File: src/rtl/cam_pkg.sv
// Shared types and constants for the OV7670 capture path and the display side.
package cam_pkg;

    typedef enum logic [1:0] {
        StWaitVs,
        StSync,
        StSkip,
        StCapture
    } cap_state_t;

    // RGB444 pixel layout {R[3:0],G[3:0],B[3:0]}
    localparam int unsigned ChanW  = 4;
    localparam int unsigned PixW   = 3 * ChanW;
    localparam int unsigned RedLsb = 8;
    localparam int unsigned GrnLsb = 4;
    localparam int unsigned BluLsb = 0;

    function automatic int unsigned addr_width(input int unsigned w, input int unsigned h);
        return (w * h > 1) ? $clog2(w * h) : 1;
    endfunction

endpackage

File: src/rtl/ov7670_capture_if.sv
// Frame-buffer write port driven by the camera capture stage.
interface ov7670_capture_if #(
    parameter int unsigned AddrW = 19
);
    logic [AddrW-1:0] w_addr;
    logic [11:0]      w_data;
    logic             w_en;

    modport master (output w_addr, output w_data, output w_en);
    modport slave  (input  w_addr, input  w_data, input  w_en);
endinterface

File: src/rtl/rgb444_pair.sv
// Pairs consecutive bus bytes into one pixel: low nibble of the first byte, all of the second.
module rgb444_pair
    import cam_pkg::*;
(
    input  logic            clk_i,
    input  logic            rst_i,
    input  logic            href_i,
    input  logic [7:0]      data_i,
    output logic            pix_valid_o,
    output logic [PixW-1:0] pix_o
);

    logic             phase_q, phase_d;
    logic [ChanW-1:0] r_q, r_d;

    // Dropping href clears the phase, so a trailing odd byte never carries into the next line.
    always_comb begin
        phase_d = href_i ? ~phase_q : 1'b0;
        r_d     = (href_i && !phase_q) ? data_i[ChanW-1:0] : r_q;
    end

    always_ff @(posedge clk_i) begin
        if (rst_i) begin
            phase_q <= 1'b0;
            r_q     <= '0;
        end else begin
            phase_q <= phase_d;
            r_q     <= r_d;
        end
    end

    assign pix_valid_o = href_i & phase_q;
    assign pix_o       = {r_q, data_i};

endmodule

File: src/rtl/ov7670_capture.sv
// OV7670 capture: frame sync FSM, start-up frame skipping, clipping and linear buffer writes.
module ov7670_capture
    import cam_pkg::*;
#(
    parameter int unsigned RESOLUTION_WIDTH  = 640,
    parameter int unsigned RESOLUTION_HEIGHT = 480,
    parameter int unsigned FRAME_SKIP        = 2
) (
    input  logic                pclk,
    input  logic                rst,
    input  logic                cam_vsync,
    input  logic                cam_href,
    input  logic [7:0]          cam_data,
    ov7670_capture_if.master    wr,
    output logic                frame_done,
    output logic                short_frame
);

    localparam int unsigned AddrW = addr_width(RESOLUTION_WIDTH, RESOLUTION_HEIGHT);
    localparam int unsigned ColW  = $clog2(RESOLUTION_WIDTH + 1);
    localparam int unsigned LineW = $clog2(RESOLUTION_HEIGHT + 1);
    localparam int unsigned SkipW = (FRAME_SKIP > 0) ? $clog2(FRAME_SKIP + 1) : 1;

    localparam logic [ColW-1:0]  ColMax   = ColW'(RESOLUTION_WIDTH);
    localparam logic [LineW-1:0] LineMax  = LineW'(RESOLUTION_HEIGHT);
    localparam logic [SkipW-1:0] SkipMax  = SkipW'(FRAME_SKIP);
    localparam logic [AddrW-1:0] AddrLast = AddrW'(RESOLUTION_WIDTH * RESOLUTION_HEIGHT - 1);

    cap_state_t       state_q, state_d;
    logic             vsync_q, href_q;
    logic [SkipW-1:0] skip_q, skip_d;
    logic [ColW-1:0]  col_q, col_d;
    logic [LineW-1:0] line_q, line_d;
    logic [AddrW-1:0] addr_q, addr_d;
    logic             pend_q, pend_d;
    logic             wen_q, wen_d;
    logic [PixW-1:0]  wdata_q, wdata_d;
    logic             fd_q, fd_d;
    logic             short_q, short_d;

    logic             vs_rise, vs_fall, href_fall, wr_now;
    logic             pix_valid;
    logic [PixW-1:0]  pix;

    rgb444_pair u_pair (
        .clk_i       (pclk),
        .rst_i       (rst),
        .href_i      (cam_href),
        .data_i      (cam_data),
        .pix_valid_o (pix_valid),
        .pix_o       (pix)
    );

    assign vs_rise   = cam_vsync & ~vsync_q;
    assign vs_fall   = ~cam_vsync & vsync_q;
    assign href_fall = ~cam_href & href_q;
    assign wr_now    = (state_q == StCapture) && pix_valid && (col_q < ColMax) && (line_q < LineMax);

    always_comb begin
        state_d = state_q;
        skip_d  = skip_q;
        case (state_q)
            StWaitVs:  if (cam_vsync) state_d = StSync;
            StSync:    if (vs_fall) state_d = (skip_q < SkipMax) ? StSkip : StCapture;
            StSkip: begin
                if (vs_rise) begin
                    state_d = StSync;
                    if (skip_q < SkipMax) skip_d = skip_q + 1'b1;
                end
            end
            StCapture: if (vs_rise) state_d = StSync;
            default:   state_d = StWaitVs;
        endcase
    end

    // Line edges seen during vertical blanking belong to no frame and are not counted.
    always_comb begin
        col_d  = col_q;
        line_d = line_q;
        if (vs_rise) begin
            col_d  = '0;
            line_d = '0;
        end else begin
            if (href_fall) begin
                col_d = '0;
            end else if (pix_valid && col_q < ColMax) begin
                col_d = col_q + 1'b1;
            end
            if (href_fall && !cam_vsync && line_q < LineMax) line_d = line_q + 1'b1;
        end
    end

    // w_addr shows the address of the pending write, then steps after it. A write that
    // coincides with the vsync rise keeps its address; the frame reset is deferred one edge.
    always_comb begin
        addr_d = addr_q;
        pend_d = pend_q;
        if (wr_now) begin
            if (vs_rise) pend_d = 1'b1;
        end else if (vs_rise || pend_q) begin
            addr_d = '0;
            pend_d = 1'b0;
        end else if (wen_q && addr_q != AddrLast) begin
            addr_d = addr_q + 1'b1;
        end
    end

    always_comb begin
        wen_d   = wr_now;
        wdata_d = wr_now ? pix : wdata_q;
        fd_d    = (state_q == StCapture) && vs_rise;
        short_d = short_q | (fd_d && line_q < LineMax);
    end

    always_ff @(posedge pclk) begin
        if (rst) begin
            state_q <= StWaitVs;
            vsync_q <= 1'b1;
            href_q  <= 1'b0;
            skip_q  <= '0;
            col_q   <= '0;
            line_q  <= '0;
            addr_q  <= '0;
            pend_q  <= 1'b0;
            wen_q   <= 1'b0;
            wdata_q <= '0;
            fd_q    <= 1'b0;
            short_q <= 1'b0;
        end else begin
            state_q <= state_d;
            vsync_q <= cam_vsync;
            href_q  <= cam_href;
            skip_q  <= skip_d;
            col_q   <= col_d;
            line_q  <= line_d;
            addr_q  <= addr_d;
            pend_q  <= pend_d;
            wen_q   <= wen_d;
            wdata_q <= wdata_d;
            fd_q    <= fd_d;
            short_q <= short_d;
        end
    end

    assign wr.w_addr   = addr_q;
    assign wr.w_data   = wdata_q;
    assign wr.w_en     = wen_q;
    assign frame_done  = fd_q;
    assign short_frame = short_q;

endmodule
File: src/flat_wrapper.sv
// flat-port wrapper written by rule: the top's interface ports become plain ports
module ov7670_capture_flat import cam_pkg::*;
#(
    parameter int unsigned RESOLUTION_WIDTH  = 640,
    parameter int unsigned RESOLUTION_HEIGHT = 480,
    parameter int unsigned FRAME_SKIP        = 2
)
  (pclk, rst, cam_vsync, cam_href, cam_data, frame_done, short_frame, wr_w_addr, wr_w_data, wr_w_en);
  ov7670_capture_if wr_i ();
  input  logic pclk;
  input  logic rst;
  input  logic cam_vsync;
  input  logic cam_href;
  input  logic [7:0] cam_data;
  output logic frame_done;
  output logic short_frame;
  output wire logic [$bits(wr_i.w_addr)-1:0] wr_w_addr;
  output wire logic [$bits(wr_i.w_data)-1:0] wr_w_data;
  output wire logic [$bits(wr_i.w_en)-1:0] wr_w_en;
  assign wr_w_addr = wr_i.w_addr;
  assign wr_w_data = wr_i.w_data;
  assign wr_w_en = wr_i.w_en;
  ov7670_capture #(.RESOLUTION_WIDTH(RESOLUTION_WIDTH), .RESOLUTION_HEIGHT(RESOLUTION_HEIGHT), .FRAME_SKIP(FRAME_SKIP)) u_core (.pclk(pclk), .rst(rst), .cam_vsync(cam_vsync), .cam_href(cam_href), .cam_data(cam_data), .wr(wr_i), .frame_done(frame_done), .short_frame(short_frame));
endmodule
File: config.mk
export PLATFORM = sky130hd
export DESIGN_NAME = ov7670_capture_flat
export DESIGN_NICKNAME = d
export VERILOG_FILES = /design/src/rtl/cam_pkg.sv /design/src/rtl/ov7670_capture_if.sv /design/src/rtl/rgb444_pair.sv /design/src/rtl/ov7670_capture.sv /design/src/flat_wrapper.sv
export SDC_FILE = /design/constraint.sdc
export NUM_CORES = 1
export LEC_CHECK = 0
export ABC_CLOCK_PERIOD_IN_PS = 2300
export CORE_UTILIZATION = 35
export CTS_BUF_LIST = sky130_fd_sc_hd__clkbuf_4 sky130_fd_sc_hd__clkbuf_8
export DETAILED_ROUTE_END_ITERATION = 7
export PLACE_DENSITY_LB_ADDON = 0.12
export SLEW_MARGIN = 30
export SYNTH_ARGS = -nofsm -noshare
export SYNTH_HDL_FRONTEND = slang
export SYNTH_SLANG_ARGS = --single-unit
export TNS_END_PERCENT = 50
File: constraint.sdc
create_clock -name pclk -period 2.3 [get_ports pclk]
set_clock_uncertainty 0.15 [all_clocks]
set_input_delay 0.345 -clock pclk [delete_from_list [all_inputs] [get_ports pclk]]
set_output_delay 0.345 -clock pclk [all_outputs]
set_load 0.01 [all_outputs]
==> results of run 1 <==
==> kinds of logic after synthesis <==
kind of cell / share of synthesized area, %
XOR/XNOR: 4.44
flip-flops: 44.0
adder cells (fa/ha/maj): 1.27
AND/OR/NAND/NOR: 29.4
AO/OA/AOI/OAI: 15.3
multiplexers: 2.07
buffers and inverters: 3.59
==> per-stage QoR <==
step	util (%)	power, mW	instance area (µm²)	setup WS, ns	hold slack [ns]
after floorplan	-	1.22	2960	0.344	0.280
after global placement	43.9	1.27	3600	0.0141	0.288
after detailed placement	43.9	1.27	3600	0.00666	0.297
after CTS	46.3	2.26	3800	0.251	0.306
after global routing	46.3	2.32	3800	0.0695	0.319
final	46.3	2.23	3800	0.270	0.306
==> power breakdown <==
part,internal (mW),leakage (nW),switching (mW)
registers,1.14,0.525,0.00831
clock network,0.564,0.108,0.420
logic,0.0474,0.668,0.0548
total,1.75,1.30,0.483
==> cell type report <==
cell class                 count  area share [%]
clock buffer                  13            4.21
clock inverter                 3            1.05
inverter                       5           0.493
multi-input combinational    259            40.9
sequential                    65            34.2
tap                          105            3.45
timing repair buffer          63            15.7
==> final timing paths <==
kind                              end  cells after the start  slack (ns)           startpoint
setup / recovery  u_core.wr.w_addr[6]                      5        0.27      u_core.col_q[7]
hold / removal    u_core.wr.w_data[1]                      2        0.31  u_core.wr.w_data[1]
setup reg to reg  u_core.wr.w_addr[6]                      5        0.27      u_core.col_q[7]
hold reg to reg   u_core.wr.w_data[1]                      2        0.31  u_core.wr.w_data[1]
==> synthesized netlist by cell type, types with 2 or more instances <==
cell	number	share of area, %
nor3b_1	2	0.51
a31oi_1	12	2.5
nor2_1	28	3.6
o21ai_0	12	2.0
nand2_2	2	0.42
nor2b_1	3	0.63
nand3_1	10	1.7
and4_1	2	0.59
inv_1	5	0.63
buf_2	3	0.51
and2_1	5	1.1
clkbuf_1	15	1.9
or3_1	4	0.85
or4_1	12	3.0
o211ai_1	6	1.5
xor2_1	9	2.7
nand4_1	13	2.7
mux2i_1	5	1.7
a21oi_1	30	5.1
ha_1	3	1.3
a41oi_1	2	0.59
dfxtp_1	65	44
o21ai_1	2	0.34
nand2_1	50	6.3
and3_1	8	1.7
xnor2_1	6	1.8
or2_2	4	0.85
nor3_1	6	1.0
==> routing by layer <==
metal / GRT usage, % / part of all wire, % / vias to the layer above
met5: 0 / 0 / -
met1: 20.9 / 48 / 1271
met3: 5.10 / 3.6 / 7
met2: 27.9 / 47 / 38
met4: 5.51 / 1.3 / 0
li1: - / - / 1362
==> flip-flops by register name, summed over array words and instances, names as in the netlist <==
register	cells
u_core.col_q	10
u_core.state_q	2
u_core.pend_q	1
u_core.vsync_q	1
u_core.wr.w_en	1
u_core.u_pair.r_q	4
u_core.wr.w_addr	19
u_core.line_q	9
u_core.u_pair.phase_q	1
u_core.short_frame	1
u_core.skip_q	2
u_core.wr.w_data	12
u_core.frame_done	1
u_core.href_q	1
==> critical path, stage by stage, from the launching register on <==
cell,delay [ns]
dfxtp_1,0.33
o21ai_0,0.27
nand3_1,0.24
o21ai_2,0.63
or4_1,0.22
a31oi_1,0.07
==> impl_metrics.yaml, run 1 <==
run_status:
  status: "finished clean"
floorplanning:
  initial_core_util_pct: 36.0
  die_height_um: 94.0
  coreArea_um2: 8220
  ios: 46
  fp.dieArea_um2: 8830
  die_w_um: 94.0
  num_rows: 33
route:
  drc_errors: 0
  drt_first_pass_iters: 4
  routedWlPerCell_um: 13.6
  wl_um: 6980
  num_vias: 2678
  drt_iter0_drc: 54
  ant_nets: 0
  via_per_inst: 5.22
logic_synthesis:
  ys_warn_count: 0
  seq_area_frac_synth_pct: 44.0
  synth_edf_count: 0
  async_flop_share_pct: 0
  syn_nets: 364
  ys.flop_type: "dfxtp_1"
  synthCells: 349
  synth_cell_types: 53
  synth_area_per_cell_um2: 8.48
  synth-seq-cells: 65
  synth_area_um2: 2960
cts:
  cts_hold_buf: 0
  clkTransAtPathRegs_ns: 0.07
  cts-root-buf: "clkbuf_8"
  clock_sinks: 65
  post_cts_buffers: 0
  cts-buffers-inserted: 9
  insertion_delay_ns: 0.33
  cts_tree: "yes"
  post_cts_resized: 0
  clockBufferDepth: 2
  cts_max_level: 3
layout:
  n_fill_cell: 836
  multi_input_area_um2: 1560
  nNetsFinal: 418
  layout_commonest_cell: "dfxtp_1"
  syn2layout_area_growth_pct: 28.5
  seqCellArea_um2: 1300
  num_antenna_cells: 0
  final_cell_mix: "dfxtp_1 (65), nand2_1 (50), clkdlybuf4s50_1 (45)"
  layout-drive-gt1-share_pct: 12.7
  stdcell_count: 513
setup_path:
  cp_max_fo: 18
  startpoint_type: "register"
  cp.required_ns: 2.37
  end_kind: "register"
  crit_arrival_ns: 2.10
  path_class: "reg -> reg"
power_and_ir_drop:
  p_leak_nw: 1.30
  p_per_area_nw_per_um2: 586
  vdd_ir_drop_max_uv: 317
placed_design:
  dp_hpwl_um: 4830
  place_inst: 497
  io_buffers: 45
  place.gp.congestion: 0.742
timing:
  min_period_ns: 2.03
  fin_crit_sh_pct: 88.3
  rsz0062_at_grt: "no"
  worst_slew_pin_slew_ns: 0.694
  setup-violations-final: 0
  timing.fmax_mhz: 493
  hold_viol: 0
  slew_headroom_pct: 53.7
  drv_slew: 0
  tns_ns: 0
global_routing:
  grt_pass1_wl_um: 11600
  grt.total_usage_pct: 16.9
  grt_pass1_vias: 2520
  grt_start_max_net_pins: 26
  antenna_found_initial: 0
  grt.overflow.total: 0
run:
  max_cap_viol_count: 0
worst_hold_path:
  min_path_type: "reg -> reg"
(Power assumes the default switching activity.)
==> run 2, diff against run 1 <==
--- a/config.mk
+++ b/config.mk
@@ -5,9 +5,8 @@
 export SDC_FILE = /design/constraint.sdc
 export NUM_CORES = 1
 export LEC_CHECK = 0
-export ABC_CLOCK_PERIOD_IN_PS = 2300
 export CORE_UTILIZATION = 35
-export CTS_BUF_LIST = sky130_fd_sc_hd__clkbuf_4 sky130_fd_sc_hd__clkbuf_8
+export CTS_BUF_LIST = sky130_fd_sc_hd__clkbuf_2 sky130_fd_sc_hd__clkbuf_4 sky130_fd_sc_hd__clkbuf_8
 export DETAILED_ROUTE_END_ITERATION = 7
 export PLACE_DENSITY_LB_ADDON = 0.12
 export SLEW_MARGIN = 30
==> results of run 2 <==
No change in the layout: final DEF, timing and power equal those of run 1.
==> run 3, diff against run 2 <==
--- a/config.mk
+++ b/config.mk
@@ -5,6 +5,7 @@
 export SDC_FILE = /design/constraint.sdc
 export NUM_CORES = 1
 export LEC_CHECK = 0
+export CAP_MARGIN = 0
 export CORE_UTILIZATION = 35
 export CTS_BUF_LIST = sky130_fd_sc_hd__clkbuf_2 sky130_fd_sc_hd__clkbuf_4 sky130_fd_sc_hd__clkbuf_8
 export DETAILED_ROUTE_END_ITERATION = 7
==> results of run 3 <==
No change in the layout: final DEF, timing and power equal those of run 1.
